### src/rtl/aud_i2c_pkg.sv
// Shared definitions for the audio-subsystem I2C arbiter.
//   - arb_state_t   : arbiter FSM state encoding
//   - I2C_DATA_W    : default I2C data / register-address width
//   - I2C_ADDR_W    : default I2C device-address width
//   - onehot_to_idx : one-hot (up to 8 bits) to binary index
package aud_i2c_pkg;

  localparam int I2C_DATA_W = 8;
  localparam int I2C_ADDR_W = 7;

  typedef enum logic [2:0] {
    ST_IDLE      = 3'd0,
    ST_ISSUE     = 3'd1,
    ST_WAIT_BUSY = 3'd2,
    ST_WAIT_IDLE = 3'd3,
    ST_ABORT     = 3'd4,
    ST_RELEASE   = 3'd5
  } arb_state_t;

  // OR-reduction of the set bit positions; exact for a one-hot input and
  // avoids building a priority chain.
  function automatic logic [2:0] onehot_to_idx(input logic [7:0] oh);
    logic [2:0] idx;
    idx = '0;
    for (int i = 0; i < 8; i++) begin
      if (oh[i]) idx = idx | 3'(i);
    end
    return idx;
  endfunction

endpackage

### src/rtl/i2c_bus_arbiter_rr_pick.sv
// Round-robin picker (combinational).
//   req        : request vector
//   rr_ptr     : index with highest priority this round
//   winner_oh  : one-hot winner, all-zero when no request
//   winner_idx : binary index of the winner (0 when no request)
//   valid      : at least one request present
module rr_pick #(
  parameter int NUM_REQ = 3,
  parameter int IDX_W   = $clog2(NUM_REQ)
) (
  input  logic [NUM_REQ-1:0] req,
  input  logic [IDX_W-1:0]   rr_ptr,
  output logic [NUM_REQ-1:0] winner_oh,
  output logic [IDX_W-1:0]   winner_idx,
  output logic               valid
);

  // One extra bit so rr_ptr + offset cannot overflow before the wrap.
  logic [IDX_W:0] cand;

  assign valid = |req;

  // Scan offsets from the farthest down to zero so the nearest requester
  // at or after rr_ptr is the last (and therefore winning) assignment.
  always_comb begin
    cand       = '0;
    winner_idx = '0;
    for (int i = NUM_REQ - 1; i >= 0; i--) begin
      cand = {1'b0, rr_ptr} + (IDX_W + 1)'(i);
      if (cand >= (IDX_W + 1)'(NUM_REQ)) cand = cand - (IDX_W + 1)'(NUM_REQ);
      if (req[cand[IDX_W-1:0]]) winner_idx = cand[IDX_W-1:0];
    end
  end

  for (genvar gi = 0; gi < NUM_REQ; gi++) begin : g_oh
    assign winner_oh[gi] = valid && (winner_idx == IDX_W'(gi));
  end

endmodule

### src/rtl/i2c_bus_arbiter.sv
// Round-robin arbiter sharing one i2c_master between NUM_REQ command sources.
// One complete I2C transaction per grant; the winner's command is latched,
// the master's enable/busy handshake is driven, and a one-cycle done (or err
// on timeout) is returned to the owner together with read data.
// Ports:
//   clk, rst                          clock, synchronous active-high reset
//   req, req_rw                       per-requester level request / read flag
//   req_dev, req_reg, req_wdata       packed per-requester command fields
//   grant, done, err                  one-hot owner, completion / timeout pulses
//   rdata                             read data, updated on a read's done
//   m_enable, m_rw, m_dev, m_reg,
//   m_wdata                           registered command to i2c_master
//   m_busy, m_rdata                   status / read data from i2c_master
module i2c_bus_arbiter
  import aud_i2c_pkg::*;
#(
  parameter int NUM_REQ     = 3,
  parameter int DATA_W      = I2C_DATA_W,
  parameter int ADDR_W      = I2C_ADDR_W,
  parameter int TIMEOUT_CYC = 4096
) (
  input  logic                      clk,
  input  logic                      rst,
  input  logic [NUM_REQ-1:0]        req,
  input  logic [NUM_REQ-1:0]        req_rw,
  input  logic [NUM_REQ*ADDR_W-1:0] req_dev,
  input  logic [NUM_REQ*DATA_W-1:0] req_reg,
  input  logic [NUM_REQ*DATA_W-1:0] req_wdata,
  output logic [NUM_REQ-1:0]        grant,
  output logic [NUM_REQ-1:0]        done,
  output logic [NUM_REQ-1:0]        err,
  output logic [DATA_W-1:0]         rdata,
  output logic                      m_enable,
  output logic                      m_rw,
  output logic [ADDR_W-1:0]         m_dev,
  output logic [DATA_W-1:0]         m_reg,
  output logic [DATA_W-1:0]         m_wdata,
  input  logic                      m_busy,
  input  logic [DATA_W-1:0]         m_rdata
);

  localparam int IDX_W   = $clog2(NUM_REQ);
  localparam int TIMER_W = $clog2(TIMEOUT_CYC) + 1;
  localparam logic [TIMER_W-1:0] TIMER_LAST = TIMER_W'(TIMEOUT_CYC - 1);
  localparam logic [TIMER_W-1:0] TIMER_MAX  = '1;

  arb_state_t          state_reg;
  logic [TIMER_W-1:0]  timer_reg;
  logic [IDX_W-1:0]    rr_ptr_reg;

  logic [NUM_REQ-1:0]  pick_oh;
  logic [IDX_W-1:0]    pick_idx;
  logic                pick_valid;
  logic [IDX_W-1:0]    owner_idx;
  logic [IDX_W-1:0]    rr_ptr_next;
  logic [TIMER_W-1:0]  timer_inc;

  logic [ADDR_W-1:0]   dev_arr   [NUM_REQ];
  logic [DATA_W-1:0]   reg_arr   [NUM_REQ];
  logic [DATA_W-1:0]   wdata_arr [NUM_REQ];

  for (genvar gi = 0; gi < NUM_REQ; gi++) begin : g_unpack
    assign dev_arr[gi]   = req_dev[gi*ADDR_W +: ADDR_W];
    assign reg_arr[gi]   = req_reg[gi*DATA_W +: DATA_W];
    assign wdata_arr[gi] = req_wdata[gi*DATA_W +: DATA_W];
  end

  rr_pick #(
    .NUM_REQ (NUM_REQ),
    .IDX_W   (IDX_W)
  ) u_rr_pick (
    .req        (req),
    .rr_ptr     (rr_ptr_reg),
    .winner_oh  (pick_oh),
    .winner_idx (pick_idx),
    .valid      (pick_valid)
  );

  // grant is held one-hot for the whole transaction, so it doubles as the
  // owner record.
  assign owner_idx   = IDX_W'(onehot_to_idx(8'(grant)));
  assign rr_ptr_next = (owner_idx == IDX_W'(NUM_REQ - 1)) ? '0 : owner_idx + 1'b1;
  assign timer_inc   = (timer_reg == TIMER_MAX) ? timer_reg : timer_reg + 1'b1;

  always_ff @(posedge clk) begin
    if (rst) begin
      state_reg  <= ST_IDLE;
      timer_reg  <= '0;
      rr_ptr_reg <= '0;
      grant      <= '0;
      done       <= '0;
      err        <= '0;
      rdata      <= '0;
      m_enable   <= 1'b0;
      m_rw       <= 1'b0;
      m_dev      <= '0;
      m_reg      <= '0;
      m_wdata    <= '0;
    end else begin
      done <= '0;
      err  <= '0;
      case (state_reg)
        ST_IDLE: begin
          if (pick_valid) begin
            m_rw      <= req_rw[pick_idx];
            m_dev     <= dev_arr[pick_idx];
            m_reg     <= reg_arr[pick_idx];
            m_wdata   <= wdata_arr[pick_idx];
            grant     <= pick_oh;
            state_reg <= ST_ISSUE;
          end
        end
        ST_ISSUE: begin
          m_enable  <= 1'b1;
          timer_reg <= '0;
          state_reg <= ST_WAIT_BUSY;
        end
        ST_WAIT_BUSY: begin
          if (m_busy) begin
            m_enable  <= 1'b0;
            timer_reg <= '0;
            state_reg <= ST_WAIT_IDLE;
          end else if (timer_reg == TIMER_LAST) begin
            m_enable  <= 1'b0;
            state_reg <= ST_ABORT;
          end else begin
            timer_reg <= timer_inc;
          end
        end
        ST_WAIT_IDLE: begin
          if (!m_busy) begin
            if (m_rw) rdata <= m_rdata;
            done      <= grant;
            state_reg <= ST_RELEASE;
          end else if (timer_reg == TIMER_LAST) begin
            state_reg <= ST_ABORT;
          end else begin
            timer_reg <= timer_inc;
          end
        end
        ST_ABORT: begin
          err       <= grant;
          state_reg <= ST_RELEASE;
        end
        ST_RELEASE: begin
          grant      <= '0;
          rr_ptr_reg <= rr_ptr_next;
          state_reg  <= ST_IDLE;
        end
        default: state_reg <= ST_IDLE;
      endcase
    end
  end

endmodule

### config.mk
export PLATFORM = sky130hd
export DESIGN_NAME = i2c_bus_arbiter
export DESIGN_NICKNAME = d
export VERILOG_FILES = /design/src/rtl/aud_i2c_pkg.sv /design/src/rtl/i2c_bus_arbiter_rr_pick.sv /design/src/rtl/i2c_bus_arbiter.sv
export SDC_FILE = /design/constraint.sdc
export NUM_CORES = 1
export LEC_CHECK = 0
export ABC_AREA = 1
export BUFFER_PORTS_ARGS = -buffer_cell sky130_fd_sc_hd__buf_4
export CAP_MARGIN = 20
export CELL_PAD_IN_SITES_DETAIL_PLACEMENT = 0
export CELL_PAD_IN_SITES_GLOBAL_PLACEMENT = 1
export CORE_MARGIN = 2
export CORE_UTILIZATION = 36
export CTS_CLUSTER_DIAMETER = 80
export DETAILED_ROUTE_END_ITERATION = 12
export PLACE_DENSITY = 0.86
export SLEW_MARGIN = 30
export SYNTH_ARGS = -nofsm -noshare
export SYNTH_HDL_FRONTEND = slang
export SYNTH_SLANG_ARGS = --single-unit
### constraint.sdc
create_clock -name clk -period 5.1 [get_ports clk]
set_clock_uncertainty 0.05 [all_clocks]
set_input_delay 0.765 -clock clk [delete_from_list [all_inputs] [get_ports clk]]
set_output_delay 0.765 -clock clk [all_outputs]
set_load 0.02 [all_outputs]
==> run metrics <==
outcome=finished clean; top post-synthesis cells by area=dfxtp_1 36%, nand2_1 13%, nand4_1 8.6%; Fillers=948; TritonCTS buffer count=9; Avg WL per Cell=13.5 um; Die Y=101 um; Via density=5.00; number of global-route vias before repair=3,412; RSZ-0062 raised after global routing=false; Area growth syn-to-layout=34.7%; # hold bufs at CTS=0; Yosys cell types=30; synthesized net count=591; core area=9150 um^2; fmax=0.364 GHz; GR Overflow Total=0; # setup viols final=0; Stages on worst setup path=10; endpoints failing hold=0; Worst Reg2Reg Path Length in Cells=10; Post-Synthesis Cells=502; largest net degree at the start of global routing=49; HP Start=timer_reg[12]$_SDFFE_PP0P_; I/O pin count=128; Yosys top cell area share=35.8%; fin. max-slew vios=0; synthesized area per cell=6.68 um^2; flops & latches, synth=60; max_cap viols=0; Slew HR=44.4%; final clock period utilization by the worst path=53.8%; Residual DRC=0; Worst-Skew Late Latency=340 ps; DR WL met3=824 um; initial DRC count=140; Bufs and invs on worst path=3; Netlist Area Pre-Place=3350 um^2; count of flip-flops with a built-in enable after synthesis=0; wl on met1=4.33 mm; Seq/Total Area, Yosys=35.8%; required time of the critical path=5340 ps; antenna violations before repair=0; die width=101 um; Post-DP HPWL=7.16 mm; YS warnings=0; crit-path leading delay family=buffers and inverters; most frequent cell after synthesis=nand2_1; Max stage delay on crit path=730 ps; CTS sink cnt=60; Setup crit end kind=flip-flop; CTS max path bufs=2; Period minus WS final=2740 ps; CP max stage cell=a21oi_4; worst hold path type=reg2reg; Total Wirelength=9.94 mm; Total Routing Usage GR=19.5%; reg-to-reg endpoint=m_wdata[0]$_SDFFE_PP0P_; GPL Wtd Cong=0.905; fin nets=707; final design utilization=49.3%; worst path cell trace=nor2_2 -> nand2_1 -> nor2_4 -> buf_4 -> inv_2 -> a21oi_4 -> nand3_1 -> nand3_1 -> nand2_1 -> inv_1; r2r setup slk=2360 ps; n_diodes=0; number of cells upsized or downsized after cts=0; worst path arrival time=2980 ps; Tot Pwr=1370 uW; ys flop type=dfxtp_1; Root Buffer=clkbuf_8; WL met2=4.71 mm; Fin Setup TNS=0 ps; Setup CP Type=reg2reg; Pwr Density=302 nW/um^2; DR top layer=met4; share of post-route cells with drive strength above 1=28.7%; first-pass GRT wire length=15.9 mm; Yosys top cell by area=dfxtp_1; Largest register FFs=13; Synth top cells by count=117 x nand2_1, 60 x dfxtp_1, 59 x inv_1; hold path depth=2; Antenna Nets Post-Route=0; drt first pass iters=4; Row Count=35; Hold EP=timer_reg[12]$_SDFFE_PP0P_; Clk pin slew, worst setup/hold paths=70 ps; nature of the critical path startpoint=flip-flop; reg-to-reg startpoint=state_reg[0]$_SDFFE_PP0P_; Initial Utilization=36.6%; die area=10,100 um^2; peak supply drop=0.000134 V; htree depth=3; vias=3,668; CTS tree=yes; FFs w/ async S/R, synth=0%; port buffer count=127; Post-CTS Setup Inserts=0; Slew @ Worst Pin=832 ps; Leakage=0.00226 uW; CP max FO=48
[how the worst max path moves through the flow]
stage	start	end	slack, ps
2_1_floorplan	req[0]	m_reg[0]$_SDFFE_PP0P_	3320
3_3_place_gp	req[2]	m_rw$_SDFFE_PP0P_	2130
3_5_place_dp	req[2]	m_wdata[0]$_SDFFE_PP0P_	2070
4_1_cts	state_reg[0]$_SDFFE_PP0P_	m_wdata[0]$_SDFFE_PP0P_	2370
5_1_grt	state_reg[0]$_SDFFE_PP0P_	m_dev[1]$_SDFFE_PP0P_	2160
6_report	state_reg[0]$_SDFFE_PP0P_	m_wdata[0]$_SDFFE_PP0P_	2360
[cell type report]
type | instances | area, um^2 | share of cell area, %
clock buffers | 9 | 124 | 2.74
multi-input cells | 342 | 1730 | 38.2
flip-flops and latches | 60 | 1200 | 26.6
repair buffers | 128 | 961 | 21.3
well taps | 111 | 139 | 3.08
clock inverters | 7 | 75.1 | 1.66
inverters | 77 | 289 | 6.40
[metrics by stage]
| step | setup WS, ps | cells | cell area, um^2 | hold slack [ps] |
|---|---|---|---|---|
| 6_report | 2360 | 734 | 4520 | 381 |
| 5_1_grt | 2160 | 734 | 4520 | 424 |
| 4_1_cts | 2370 | 734 | 4520 | 385 |
| 3_5_place_dp | 2070 | 718 | 4320 | 373 |
| 3_3_place_gp | 2130 | 718 | 4320 | 365 |
| 2_1_floorplan | 3320 | 502 | 3350 | 359 |
[metal layers]
metal | up-vias | GRT usage [%]
met1 | 1659 | 24.5
li1 | 1866 | -
met2 | 137 | 33.7
met5 | - | 0
met3 | 6 | 5.06
met4 | 0 | 4.43
[logic make-up (layout without fill, tap and decap cells)]
family	count (synthesis)	in the layout	synth area share, %
compound gates	42	42	7.09
xor+xnor	1	1	0.261
fa+ha+maj	3	3	1.12
buf+inv	100	221	12.8
flops	60	60	35.8
simple gates	296	296	42.9
[power by group]
group	total (uW)	switching [uW]	internal, uW
combinational	397	245	152
clock	438	209	229
sequential	530	25.2	505
[cells in the final DEF, fill, tap and decap left out, types with 2 or more instances in the layout]
cell type and instances:
buf_4 128, nand2_1 117, dfxtp_1 60, inv_1 58
nor2_1 54, nand3_1 47, nand4_1 46, o21ai_0 16
a21oi_1 15, nand3_2 14, clkinv_1 10, inv_2 9
clkbuf_8 9, nor3_1 5, a211oi_1 4, nor2_2 3
o21ai_1 3, nand2_2 3, ha_1 3, nor3_2 2
a31oi_1 2, clkinv_4 2, inv_6 2, clkinv_2 2
[worst min-delay path: cells and delay by family, from the launching register on]
kind                   cells  cell delay, ps
buffers and inverters      1              50
DFF                        1             310
and+or+nand+nor            1              30
Note: power is estimated with default switching activity, not from simulation.
